[src/rtl/seg7_scan_display.sv]
// seg7_scan_display: scanned driver for NUM_DIGITS common-anode 7-segment digits.
// Optional feature macro SEG7_DP_EN adds the per-digit decimal point (dp port + shadow).
module seg7_scan_display #(
  parameter int NUM_DIGITS = 4,
  parameter int CLK_DIV    = 50000,
  parameter int DIV_W      = 16
) (
  input  logic                    clk,
  input  logic                    rst,
  input  logic                    load,
  input  logic [4*NUM_DIGITS-1:0] data_in,
  input  logic [NUM_DIGITS-1:0]   blank_in,
  input  logic                    lz_en,
  input  logic [NUM_DIGITS-1:0]   dp_in,
  output logic [6:0]              hex,
  output logic [NUM_DIGITS-1:0]   an
`ifdef SEG7_DP_EN
  ,
  output logic                    dp
`endif
);

  localparam int IDX_W = (NUM_DIGITS > 1) ? $clog2(NUM_DIGITS) : 1;
  localparam logic [DIV_W-1:0] DIV_LAST = DIV_W'(CLK_DIV - 1);
  localparam logic [IDX_W-1:0] IDX_LAST = IDX_W'(NUM_DIGITS - 1);

  // Active-low gfedcba segment patterns for one hex nibble.
  function automatic logic [6:0] decode(input logic [3:0] nib);
    logic [6:0] seg;
    case (nib)
      4'h0: seg = 7'h40;
      4'h1: seg = 7'h79;
      4'h2: seg = 7'h24;
      4'h3: seg = 7'h30;
      4'h4: seg = 7'h19;
      4'h5: seg = 7'h12;
      4'h6: seg = 7'h02;
      4'h7: seg = 7'h78;
      4'h8: seg = 7'h00;
      4'h9: seg = 7'h10;
      4'hA: seg = 7'h08;
      4'hB: seg = 7'h03;
      4'hC: seg = 7'h46;
      4'hD: seg = 7'h21;
      4'hE: seg = 7'h06;
      default: seg = 7'h0E;
    endcase
    return seg;
  endfunction

  logic [DIV_W-1:0]        cnt_q, cnt_d;
  logic                    tick;
  logic [IDX_W-1:0]        idx_q, idx_d;
  logic [4*NUM_DIGITS-1:0] data_q, data_d;
  logic [NUM_DIGITS-1:0]   blank_q, blank_d;
  logic [NUM_DIGITS-1:0]   sup;
  logic                    zero_above;
  logic [3:0]              cur_nib;
  logic                    cur_blank;
  logic [6:0]              hex_q, hex_d;
  logic [NUM_DIGITS-1:0]   an_q, an_d;

  assign tick = (cnt_q == DIV_LAST);

  always_comb begin
    cnt_d   = tick ? '0 : cnt_q + DIV_W'(1);
    idx_d   = idx_q;
    if (tick) begin
      idx_d = (idx_q == IDX_LAST) ? '0 : idx_q + IDX_W'(1);
    end
    data_d  = load ? data_in  : data_q;
    blank_d = load ? blank_in : blank_q;
  end

  // A digit is suppressed when it and every digit to its left hold zero; digit 0 never is.
  always_comb begin
    zero_above = 1'b1;
    sup        = '0;
    for (int i = NUM_DIGITS - 1; i >= 0; i--) begin
      zero_above = zero_above & (data_q[4*i +: 4] == 4'h0);
      if (i > 0) begin
        sup[i] = lz_en & zero_above;
      end
    end
  end

  always_comb begin
    cur_nib   = 4'h0;
    cur_blank = 1'b1;
    for (int i = 0; i < NUM_DIGITS; i++) begin
      if (idx_q == IDX_W'(i)) begin
        cur_nib   = data_q[4*i +: 4];
        cur_blank = blank_q[i] | sup[i];
      end
    end
    hex_d = cur_blank ? 7'h7F : decode(cur_nib);
    an_d  = ~(NUM_DIGITS'(1) << idx_q);
  end

  always_ff @(posedge clk or posedge rst) begin
    if (rst) begin
      cnt_q   <= '0;
      idx_q   <= '0;
      data_q  <= '0;
      blank_q <= '0;
      hex_q   <= 7'h7F;
      an_q    <= '1;
    end else begin
      cnt_q   <= cnt_d;
      idx_q   <= idx_d;
      data_q  <= data_d;
      blank_q <= blank_d;
      hex_q   <= hex_d;
      an_q    <= an_d;
    end
  end

  assign hex = hex_q;
  assign an  = an_q;

`ifdef SEG7_DP_EN
  logic [NUM_DIGITS-1:0] dpsh_q, dpsh_d;
  logic                  cur_dp;
  logic                  dp_q, dp_d;

  always_comb begin
    dpsh_d = load ? dp_in : dpsh_q;
    cur_dp = 1'b0;
    for (int i = 0; i < NUM_DIGITS; i++) begin
      if (idx_q == IDX_W'(i)) begin
        cur_dp = dpsh_q[i];
      end
    end
    // A dark digit keeps its decimal point dark too.
    dp_d = cur_blank ? 1'b1 : ~cur_dp;
  end

  always_ff @(posedge clk or posedge rst) begin
    if (rst) begin
      dpsh_q <= '0;
      dp_q   <= 1'b1;
    end else begin
      dpsh_q <= dpsh_d;
      dp_q   <= dp_d;
    end
  end

  assign dp = dp_q;
`else
  logic unused_dp_in;
  assign unused_dp_in = ^dp_in;
`endif

endmodule
[config.mk]
export PLATFORM = sky130hd
export DESIGN_NAME = seg7_scan_display
export DESIGN_NICKNAME = d
export VERILOG_FILES = /design/src/rtl/seg7_scan_display.sv
export SDC_FILE = /design/constraint.sdc
export NUM_CORES = 1
export LEC_CHECK = 0
export ABC_AREA = 1
export BUFFER_PORTS_ARGS = -buffer_cell sky130_fd_sc_hd__buf_2
export CAP_MARGIN = 25
export CELL_PAD_IN_SITES_DETAIL_PLACEMENT = 1
export CELL_PAD_IN_SITES_GLOBAL_PLACEMENT = 1
export CORE_MARGIN = 2
export CORE_UTILIZATION = 45
export DETAILED_ROUTE_END_ITERATION = 10
export PLACE_DENSITY = 0.92
export REMOVE_ABC_BUFFERS = 1
export SYNTH_ARGS = -nofsm -noshare
export SYNTH_HDL_FRONTEND = slang
export SYNTH_SLANG_ARGS = --single-unit
[constraint.sdc]
create_clock -name clk -period 4.9 [get_ports clk]
set_input_delay 0.245 -clock clk [delete_from_list [all_inputs] [get_ports clk]]
set_output_delay 0.245 -clock clk [all_outputs]
set_load 0.005 [all_outputs]
==> run_results.csv <==
group,metric,value,unit
outcome,status,"complete, no violations",
synth,synth_top_area_share,35.6,%
critical_path,cpMaxStageDelayCell,"dfrtp_1",
critical_path,crit_top_cell,"nand2_1",
sta,setup_violations,0,
global_route,grt_pass1_vias,2339,
routing,postRouteWirelength,6.06,mm
clock_tree,cts_num_sinks,49,
synth,synth-simple-area-share,28.5,%
power,p_int,0.000647,W
routing,antenna_left,0,
routing,vias,2201,
clock_tree,htree_levels,2,
placement,dp.cells,431,
floorplan,fp.coreArea,5820,um^2
floorplan,chipHeight,81.1,um
clock_tree,numCtsBuffers,5,
sta,hold_ws,0.142,ns
floorplan,initial_utilization,46.0,%
placement,hpwl,4.60,mm
sta,fin_skew,0.00871,ns
sta,setup_tns,0,ns
synth,synth_area_leaders,"dfrtp_1, nand2_1, dfstp_2, inv_1, ha_1",
critical_path,crit_fanout,7,
sta,worst_slew_pin_slew,0.505,ns
clock_tree,clk_path_buf_depth,2,
critical_path,path_cells,"inv_1, ha_1, inv_2, nand3_1, nand2_1, nand2_1, nand2_1, nand2_2, inv_1, ha_1, nand3_2, nand2_1, a21oi_1, nand2_1",
routing,drc,0,
synth,avgSynthCellArea,8.15,um^2
sta,period_needed,2.20,ns
critical_path,cp.arrival,2.43,ns
placement,place.gp.congestion,0.894,
hold_path,hp-class,"in2reg",
synth,yosysTopAreaCell,"dfrtp_1",
power,p_leak,1.57,nW
global_route,antenna_found_initial,0,
synth,yosysMostFrequentCell,"nand2_1",
finish,final_nets,404,
sta,fmax,454,MHz
finish,drive_gt1_share,25.1,%
synth,async_reset_ff_share,100,%
global_route,grt_overflow,0,
global_route,grt_usage,20.8,%
sta,rsz0062_at_grt,"false",
power,netSwitchingFraction,25.5,%
critical_path,crit_path_start_kind,"flip-flop",
clock_tree,post_cts_buffers,0,
power,clock_power_share,34.9,%
finish,fin_cells,441,
global_route,grt_max_degree,50,
synth,synth_enable_flop_cells,0,
finish,num-fill-cells,738,
power,comb_power_share,13.8,%
critical_path,endpoint_kind,"flip-flop",
power,powerDensity,285,nW/um^2
synth,synthAdderAreaFrac,5.15,%
finish,syn2layout_area_growth,14.3,%
sta,finalCritPeriodShare,44.9,%
floorplan,io_pins,39,
synth,ys_ff_latch,49,
critical_path,crit_required,5.12,ns
synth,yosysWarnings,0,
synth,synthTopCellsByCount,"nand2_1, inv_1, dfrtp_1",
global_route,grt_pass1_wl,10.5,mm
sta,hold_viol,0,
routing,post_drt_wl_per_cell,13.7,um
synth,synthFlopType,"dfrtp_1",
power,seq_power_share,51.3,%
critical_path,cpPeakStageDelay,0.42,ns
synth,synthMuxAreaShare,2.53,%
sta,finalMaxSlewViolations,0,
synth,netlist_area,2670,um^2
routing,firstDrtPassIters,4,
synth,synth_top_family_by_area,"simple AND/OR/NAND/NOR gates",
critical_path,worstSetupPathType,"reg2reg",
floorplan,rows,28,
job,cap_violations,0,
placement,numPortBuffers,34,
clock_tree,insertion_delay,0.31,ns
floorplan,die-width,81.1,um
synth,synth_xor_area_share,1.97,%
synth,synth-compound-area-share,6.74,%
routing,drtIter0Drc,96,
routing,avgViaCountPerCell,4.99,
synth,synth_cell_types,30,
power,p_sw,0.000222,W
sta,slew_headroom,66.3,%
floorplan,fp.dieArea,6570,um^2
clock_tree,cts-root-buf,"clkbuf_8",
clock_tree,tritoncts,"done",
clock_tree,cts.reportedPaths.clkPinSlew,0.10,ns
finish,diodes,0,
synth,synthCells,328,
synth,yosysSeqAreaShare,46.4,%
power,vdd_drop_max,0.154,mV
final cells by class:
type,count,area (um^2),share of cell area (%)
timing repair buffer,36,200,6.55
multi-input combinational,219,1200,39.2
clock buffer,7,86.3,2.83
clock inverter,1,30.0,0.983
tap,75,93.8,3.07
sequential,49,1240,40.6
inverter,54,205,6.72
what timing repair did:
action | CTS | global route
hold buffers | 0 | 1
endpoints found under the hold margin | 0 | 7
gates resized for setup | 0 | 0
worst paths after layout:
check / startpoint / end / slack [ns] / cells after the start
setup / recovery: idx_q[1]$_DFFE_PP0N_ / hex[5]$_DFF_PP1_ / 2.70 / 14
hold / removal: data_in[6] / data_q[6]$_DFFE_PP0P_ / 0.14 / 3
setup reg to reg: idx_q[1]$_DFFE_PP0N_ / hex[5]$_DFF_PP1_ / 2.70 / 14
hold reg to reg: cnt_q[0]$_DFF_PP0_ / cnt_q[0]$_DFF_PP0_ / 0.49 / 1
max in group asynchronous: rst / an[1]$_DFF_PP1_ / 3.95 / 4
min in group asynchronous: rst / cnt_q[8]$_DFF_PP0_ / 0.40 / 3
cells in the final DEF (no fill, tap or decap):
| cell | netlist | final |
|---|---|---|
| inv_4 | 1 | 1 |
| ha_1 | 11 | 11 |
| o21ai_1 | 3 | 3 |
| nor4_1 | 2 | 2 |
| clkbuf_1 | 3 | 1 |
| nand2_1 | 85 | 85 |
| nor2_2 | 6 | 6 |
| o211ai_1 | 2 | 2 |
| inv_2 | 9 | 10 |
| a21oi_1 | 12 | 12 |
| buf_12 | 0 | 1 |
| nor2_1 | 18 | 18 |
| nor4_2 | 1 | 1 |
| dlygate4sd3_1 | 0 | 1 |
| clkbuf_8 | 0 | 6 |
| nand2_4 | 3 | 3 |
| nand3_1 | 26 | 26 |
| nor3_2 | 1 | 1 |
| nand4_1 | 4 | 4 |
| o21ai_0 | 18 | 18 |
| nand3_2 | 3 | 3 |
| inv_1 | 44 | 43 |
| bufinv_16 | 0 | 1 |
| dfrtp_1 | 38 | 38 |
| mux2_2 | 6 | 6 |
| nand2_2 | 7 | 7 |
| xnor2_1 | 1 | 1 |
| nor3b_1 | 1 | 1 |
| dfstp_2 | 11 | 11 |
| nor3_1 | 3 | 3 |
| nor3_4 | 1 | 1 |
| buf_2 | 2 | 34 |
| xor2_1 | 5 | 5 |
power groups by stage:
stage	Clock (W)	Sequential [W]	Combinational [W]
final	0.000304	0.000446	0.000120
after global routing	0.000325	0.000449	0.000139
after CTS	0.000309	0.000446	0.000120
after detailed placement	0	0.000454	0.000118
after global placement	0	0.000452	0.000111
after floorplan	0	0.000452	0.0000741
critical path: cells and delay by family (launching register included):
family / cells / cell delay [ns]
adders and majority gates: 2 / 0.54
buffers and inverters: 3 / 0.33
and+or+nand+nor: 8 / 0.68
DFF: 1 / 0.42
AOI/OAI and AO/OA: 1 / 0.14
through the flow:
step                setup WS (ns)  utilization (%)  total power, W  instance area [um^2]
floorplan                    3.11                -        0.000527                  2640
global placement             2.85             50.0        0.000563                  2910
detailed placement           2.75             50.0        0.000572                  2910
CTS                          2.68             52.0        0.000876                  3020
global route                 2.47             52.5        0.000913                  3050
finish                       2.70             52.5        0.000869                  3050
cells by family after synthesis:
family / count (synthesis)
XOR/XNOR: 6
adder cells (fa/ha/maj): 11
multiplexers: 6
AND/OR/NAND/NOR: 161
buffers and inverters: 60
flip-flops: 49
AO/OA/AOI/OAI: 35
flip-flops by register name (all words and copies together), names as in the netlist:
name,cells
idx_q,2
cnt_q,16
hex,7
an,4
blank_q,4
data_q,16
metal layers:
metal | vias up | global-route usage (%) | wire length (um)
li1 | 1104 | - | -
met1 | 1056 | 24.1 | 2590
met2 | 29 | 39.2 | 3220
met3 | 12 | 3.56 | 138
met4 | 0 | 6.10 | 109
met5 | - | 0 | 0
Note: power is estimated with default switching activity, not from simulation.
